## config.mk

```make
export PLATFORM = sky130hd
export DESIGN_NAME = encrypt_top
export DESIGN_NICKNAME = d
export VERILOG_FILES = /design/src/rtl/encrypt_top.sv
export SDC_FILE = /design/constraint.sdc
export NUM_CORES = 1
export LEC_CHECK = 0
export CAP_MARGIN = 5
export CORE_AREA = 4 4 41 43
export CTS_BUF_LIST = sky130_fd_sc_hd__clkbuf_4
export DETAILED_ROUTE_END_ITERATION = 12
export DIE_AREA = 0 0 45 47
export GPL_TIMING_DRIVEN = 0
export PLACE_DENSITY = 0.47
export SETUP_SLACK_MARGIN = 0.3
export SLEW_MARGIN = 30
export SYNTH_ARGS = -nofsm -noshare
export SYNTH_HDL_FRONTEND = slang
export SYNTH_SLANG_ARGS = --single-unit
```

## constraint.sdc

```tcl
create_clock -name Clk -period 1.68 [get_ports Clk]
set_input_delay 0.252 -clock Clk [delete_from_list [all_inputs] [get_ports Clk]]
set_output_delay 0.252 -clock Clk [all_outputs]
set_load 0.05 [all_outputs]
```

## src/rtl/encrypt_top.sv

```systemverilog
// Hardwired message-encryption engine: reads a padded message and three control
// bytes from its data memory and writes back a 64-byte LFSR-scrambled, parity-tagged copy.

module encrypt_dm (
   input  logic       clk,
   input  logic       we,
   input  logic [7:0] waddr,
   input  logic [7:0] wdata,
   input  logic [7:0] raddr,
   output logic [7:0] rdata
);
   logic [7:0] Core [0:255];

   // No reset on the array: contents survive Reset so they can be preloaded.
   always_ff @(posedge clk) begin
      if (we) Core[waddr] <= wdata;
   end

   assign rdata = Core[raddr];
endmodule

module encrypt_top #(
   parameter ROM_FILE = "machine_code_1.txt"
) (
   input  logic Clk,
   input  logic Reset,
   input  logic Start,
   output logic Ack
);
   // The program image name only keeps the slot-compatible interface; nothing is fetched.
   if ($bits(ROM_FILE) == 0) begin : g_rom_unused
   end

   typedef enum logic [2:0] {IDLE, LD_PRE, LD_TAP, LD_SEED, ENC, DONE} state_t;

   state_t     state, state_next;
   logic [5:0] idx;
   logic [7:0] pre_len;
   logic [6:0] taps;
   logic [6:0] lfsr;
   logic [6:0] lfsr_next;
   logic [7:0] src_off;
   logic [7:0] pad_byte;
   logic [7:0] enc_byte;
   logic [7:0] raddr;
   logic [7:0] rdata;
   logic [7:0] waddr;
   logic [7:0] wdata;
   logic       we;

   function automatic logic [6:0] tap_lookup(input logic [7:0] pt_no);
      case (pt_no)
         8'd1:    tap_lookup = 7'h48;
         8'd2:    tap_lookup = 7'h78;
         8'd3:    tap_lookup = 7'h72;
         8'd4:    tap_lookup = 7'h6A;
         8'd5:    tap_lookup = 7'h69;
         8'd6:    tap_lookup = 7'h5C;
         8'd7:    tap_lookup = 7'h7E;
         8'd8:    tap_lookup = 7'h7B;
         default: tap_lookup = 7'h60;
      endcase
   endfunction

   encrypt_dm DM (
      .clk   (Clk),
      .we    (we),
      .waddr (waddr),
      .wdata (wdata),
      .raddr (raddr),
      .rdata (rdata)
   );

   // Message offset for output byte idx; only meaningful once idx >= pre_len.
   assign src_off   = {2'b00, idx} - pre_len;
   assign pad_byte  = (({2'b00, idx} < pre_len) || (src_off > 8'd60)) ? 8'h20 : rdata;
   assign enc_byte  = pad_byte ^ {1'b0, lfsr};
   assign wdata     = {^enc_byte[6:0], enc_byte[6:0]};
   assign waddr     = {2'b01, idx};
   assign lfsr_next = {lfsr[5:0], ^(lfsr & taps)};

   always_ff @(posedge Clk) begin
      if (Reset) state <= IDLE;
      else       state <= state_next;
   end

   always_comb begin
      state_next = state;
      raddr      = 8'd0;
      we         = 1'b0;
      case (state)
         LD_PRE:  raddr = 8'd61;
         LD_TAP:  raddr = 8'd62;
         LD_SEED: raddr = 8'd63;
         ENC:     raddr = src_off;
         default: raddr = 8'd0;
      endcase
      if (Reset || Start) begin
         state_next = IDLE;
      end else begin
         case (state)
            IDLE:    state_next = LD_PRE;
            LD_PRE:  state_next = LD_TAP;
            LD_TAP:  state_next = LD_SEED;
            LD_SEED: state_next = ENC;
            ENC: begin
               we = 1'b1;
               if (idx == 6'd63) state_next = DONE;
            end
            DONE:    state_next = DONE;
            default: state_next = IDLE;
         endcase
      end
   end

   always_ff @(posedge Clk) begin
      if (Reset) begin
         idx     <= 6'd0;
         pre_len <= 8'd0;
         taps    <= 7'd0;
         lfsr    <= 7'd0;
         Ack     <= 1'b0;
      end else begin
         Ack <= (state_next == DONE);
         case (state)
            LD_PRE:  pre_len <= rdata;
            LD_TAP:  taps    <= tap_lookup(rdata);
            LD_SEED: lfsr    <= (rdata[6:0] == 7'd0) ? 7'd1 : rdata[6:0];
            ENC: begin
               idx  <= idx + 6'd1;
               lfsr <= lfsr_next;
            end
            default: ;
         endcase
         if (state_next == IDLE) idx <= 6'd0;
      end
   end
endmodule

```

==> results.rst, run 1 <==
.. list-table::
   :header-rows: 1

   * - Metric
     - Value
   * - Net count, final
     - between 60 and 70
   * - Clock Tree Buf Depth
     - 2
   * - Number of cell instances on the worst register-to-register path
     - 4
   * - Slew at the pin with the worst max-slew slack
     - just under 0.5 ns
   * - Buffers added on ports
     - 3
   * - Count of standard-cell rows
     - 13
   * - Commonest cells after routing, fill and taps aside
     - sky130_fd_sc_hd__dfxtp_1, sky130_fd_sc_hd__buf_4
   * - Via count of the routed design
     - approximately 380
   * - Highest clock rate
     - ~670 MHz
   * - Dominant cells by area after synthesis
     - sky130_fd_sc_hd__dfxtp_1, sky130_fd_sc_hd__a21oi_1, sky130_fd_sc_hd__nand3_1
   * - Number of cells produced by synthesis
     - 47
   * - Mean instance size in the synthesized netlist
     - around 9.4 sq um
   * - Shortest period the worst path allows
     - ~1.5 ns
   * - Unrepaired setup endpoints after global routing
     - true
   * - Placer Congestion
     - ~0.65
   * - Count of final hold-check violations
     - 0
   * - Adder and majority gate portion of the synthesized area
     - 0.02833
   * - Total power of the final layout
     - 433.6 uW
   * - Final global-route overflow total
     - 0
   * - Clock Sink Count
     - 10
   * - Parity-gate share of the synthesized area counting xor and xnor cells
     - 0.03966
   * - Count of H-tree levels built during CTS
     - 1
   * - Initial antenna violation count
     - 0
   * - Instance area at placement
     - around 500 sq um
   * - Share of synthesized area occupied by flip-flops and latches
     - 0.4533
   * - Result of the run
     - completed
   * - Router iterations before antenna repair
     - 4
   * - Via count normalized by instance count
     - approximately 5.2
   * - CTS tree
     - done
   * - Met1 Track Usage GR
     - 0.1129
   * - Part of the total power dissipated in combinational logic
     - 0.058
   * - Share of synthesized cell area in and, or, nand and nor gates
     - 0.2351
   * - Worst setup EP type
     - flip-flop
   * - Summed area of non-filler cells in the final layout
     - 566.8 sq um
   * - Starting utilization of the core area
     - 0.3394
   * - Total Routed Length
     - 850 um
   * - Commonest non-fill, non-tap cell in the layout
     - sky130_fd_sc_hd__dfxtp_1
   * - Design internal power
     - roughly 340 uW
   * - Pleak
     - approximately 0.20 nW
   * - Die area
     - about 0.0021 sq mm
   * - Tightest slew margin relative to the limit
     - 0.6797
   * - Dominant combinational cell family by area after synthesis
     - simple AND/OR/NAND/NOR gates
   * - Clock slew at reported path FFs
     - approximately 0.07 ns
   * - GRT Resource Usage Total
     - 0.09524
   * - Area leader, netlist
     - sky130_fd_sc_hd__dfxtp_1
   * - Fraction of power spent switching nets
     - 0.2214
   * - Worst-path fanout max
     - 7
   * - Iteration-0 DRC count of the detailed router
     - 10
   * - Req. time, crit path
     - 1.88 ns
   * - Share of the synthesized area in compound gates (AO/OA/AOI/OAI)
     - 0.1785
   * - Floorplan die height
     - 47 um
   * - Die X
     - between 40 and 50 um
   * - Number of maximum-capacitance violations
     - 0
   * - Number of cells on the worst hold path
     - 2
   * - Ports placed on the boundary
     - 4
   * - Area of the core
     - between 0.001 and 0.0015 sq mm
   * - Number of nets produced by synthesis
     - 51
   * - Met2 usage
     - 0.1582
   * - First-pass GRT wire length
     - between 1 and 1.5 mm
   * - Share of Yosys cell area claimed by the top area cell type
     - 0.4533
   * - Total Negative Setup Slacks
     - 0 ns
   * - Period Utilization, post-route
     - 0.8823
   * - Maximum vdd ir drop
     - ~520 uV
   * - Clock insertion delay at the later pin of the skew report
     - 0.26 ns
   * - Setup violation total in the final timing report
     - 0
   * - Net switching power
     - between 90 and 100 uW
   * - Number of placed cells counting well taps
     - 65
   * - Post-synthesis mux area share
     - 0.02266
   * - Drc violations
     - 0
   * - Number of synthesized register bits
     - 10
   * - Detailed placer's ending HPWL
     - around 600 um
   * - Number of buffers inserted during clock tree synthesis
     - 3
   * - Post-Synthesis Cell Area
     - roughly 440 sq um
   * - Via count of the first global-routing pass
     - around 330
   * - Reg power frac
     - 0.553
   * - Startpoint types
     - flip-flop
   * - Largest net degree at the start of global routing
     - 8
   * - Ratio of cells with drive above 1 in the final layout
     - 0.3220
   * - Residual antenna-violating net count after detailed routing
     - 0
   * - Number of warnings printed during yosys synthesis
     - 0
   * - Clock power frac
     - 0.389
   * - Number of library cell types mapped by synthesis
     - 25
   * - Master cell of the clock root buffer
     - sky130_fd_sc_hd__clkbuf_4
   * - Area added between synthesis and finish
     - 28.33%
   * - Total power density per cell area
     - about 760 mW/mm^2
   * - Kind of path behind the tightest hold check
     - flip-flop to flip-flop
   * - Met3 capacity usage during global routing
     - 0.05747
   * - Number of inserted diodes
     - 0
   * - Non-filler cells in the finished layout
     - 74
   * - Detail-routed net length per standard cell
     - ~11 um
   * - Count of pins over their slew limit
     - 0
   * - End-of-flow core utilization
     - 0.4356
   * - Endpoint arrival time on the critical path
     - 1.68 ns
   * - Busiest layer in global routing
     - met2
   * - Startpoint-to-endpoint class of the critical path
     - flip-flop to flip-flop
   * - Maximum clock skew at final layout
     - about 0.0014 ns
## per-stage QoR
step                      worst slack (ns)  hold slack, ns
final                               0.1977          0.4922
after global routing                0.1248          0.5269
after CTS                           0.1775          0.4942
after detailed placement            0.1651          0.4627
after global placement              0.1895          0.4363
after floorplan                     0.2185          0.3173
## metal layers
layer  wire length [um]  vias to the layer above
li1                   -                      196
met1                407                      181
met2                396                        5
met3                 45                        0
met4                  0                        0
met5                  0                        -
## critical path: stages (launching register included)
cell and delay [ns]:
sky130_fd_sc_hd__dfxtp_2 0.32, sky130_fd_sc_hd__or3b_1 0.38, sky130_fd_sc_hd__buf_6 0.14, sky130_fd_sc_hd__or4_1 0.46, sky130_fd_sc_hd__a21oi_1 0.12
## timing repair
action | in CTS | in global routing
resized for setup | 2 | 5
pin swaps | 1 | 4
hold endpoints to repair | 0 | 0
endpoints found under the setup margin | 4 | 5
buffers inserted | 5 | 0
hold buffers | 0 | 0
## power by group through the flow
stage | Combinational (mW) | Sequential, mW | Clock (mW)
floorplan | 0.0100 | 0.248 | 0
global placement | 0.0180 | 0.248 | 0
detailed placement | 0.0190 | 0.248 | 0
CTS | 0.0247 | 0.240 | 0.174
global route | 0.0268 | 0.240 | 0.187
finish | 0.0250 | 0.240 | 0.169
## flip-flops by register name (all words and copies together) (netlist names)
register	cells
idx	6
state	3
Ack	1
## final timing paths
kind              slack [ns]     end     start
setup reg to reg        0.20  idx[5]  state[0]
hold / removal          0.49  idx[5]    idx[5]
hold reg to reg         0.49  idx[5]    idx[5]
setup / recovery        0.20  idx[5]  state[0]
## cell families after synthesis
logic type / after synthesis
flops: 10
xor+xnor: 2
fa+ha+maj: 1
buf+inv: 3
mux: 1
compound gates: 12
simple gates: 18
## Yosys cell counts
cell and count:
sky130_fd_sc_hd__or3_1 2, sky130_fd_sc_hd__nand3_1 3, sky130_fd_sc_hd__and2b_2 1, sky130_fd_sc_hd__buf_6 1, sky130_fd_sc_hd__a21oi_1 4, sky130_fd_sc_hd__o21ai_0 3, sky130_fd_sc_hd__o311a_2 1, sky130_fd_sc_hd__or2b_1 1
sky130_fd_sc_hd__inv_1 2, sky130_fd_sc_hd__or4_1 1, sky130_fd_sc_hd__or3b_1 1, sky130_fd_sc_hd__xnor2_1 1, sky130_fd_sc_hd__ha_1 1, sky130_fd_sc_hd__mux2i_1 1, sky130_fd_sc_hd__nor2_1 2, sky130_fd_sc_hd__nor3_1 1
sky130_fd_sc_hd__a211o_2 1, sky130_fd_sc_hd__dfxtp_1 10, sky130_fd_sc_hd__a211oi_1 1, sky130_fd_sc_hd__nand2_1 3, sky130_fd_sc_hd__o31ai_1 1, sky130_fd_sc_hd__or3_2 1, sky130_fd_sc_hd__o21a_1 1, sky130_fd_sc_hd__nor4_1 2
sky130_fd_sc_hd__xor2_1 1
## area by class of cell
type / count / area (sq um)
fill: 139 / 734.5
clock buffer: 3 / 22.52
tap: 15 / 18.77
inverter: 2 / 7.507
timing repair buffer: 8 / 66.31
sequential: 10 / 207.7
buffer: 1 / 11.26
multi-input combinational: 34 / 229.0
clock inverter: 1 / 3.754
Note: power is estimated with default switching activity, not from simulation.
==> inputs of run 2 (changes only) <==
--- a/config.mk
+++ b/config.mk
@@ -16,4 +16,5 @@
 export SLEW_MARGIN = 30
 export SYNTH_ARGS = -nofsm -noshare
 export SYNTH_HDL_FRONTEND = slang
+export SYNTH_HIERARCHICAL = 1
 export SYNTH_SLANG_ARGS = --single-unit
==> results of run 2 <==
Same layout as run 1: the final DEF is identical, and so are final timing and power.
Among the figures that moved: Yosys warning count 0 -> 6
==> inputs of run 3 (changes only) <==
--- a/config.mk
+++ b/config.mk
@@ -10,6 +10,7 @@
 export CTS_BUF_LIST = sky130_fd_sc_hd__clkbuf_4
 export DETAILED_ROUTE_END_ITERATION = 12
 export DIE_AREA = 0 0 45 47
+export GPL_ROUTABILITY_DRIVEN = 1
 export GPL_TIMING_DRIVEN = 0
 export PLACE_DENSITY = 0.47
 export SETUP_SLACK_MARGIN = 0.3
==> results of run 3 <==
Same layout as run 1: the final DEF is identical, and so are final timing and power.
Among the figures that moved: Yosys warning count 0 -> 6
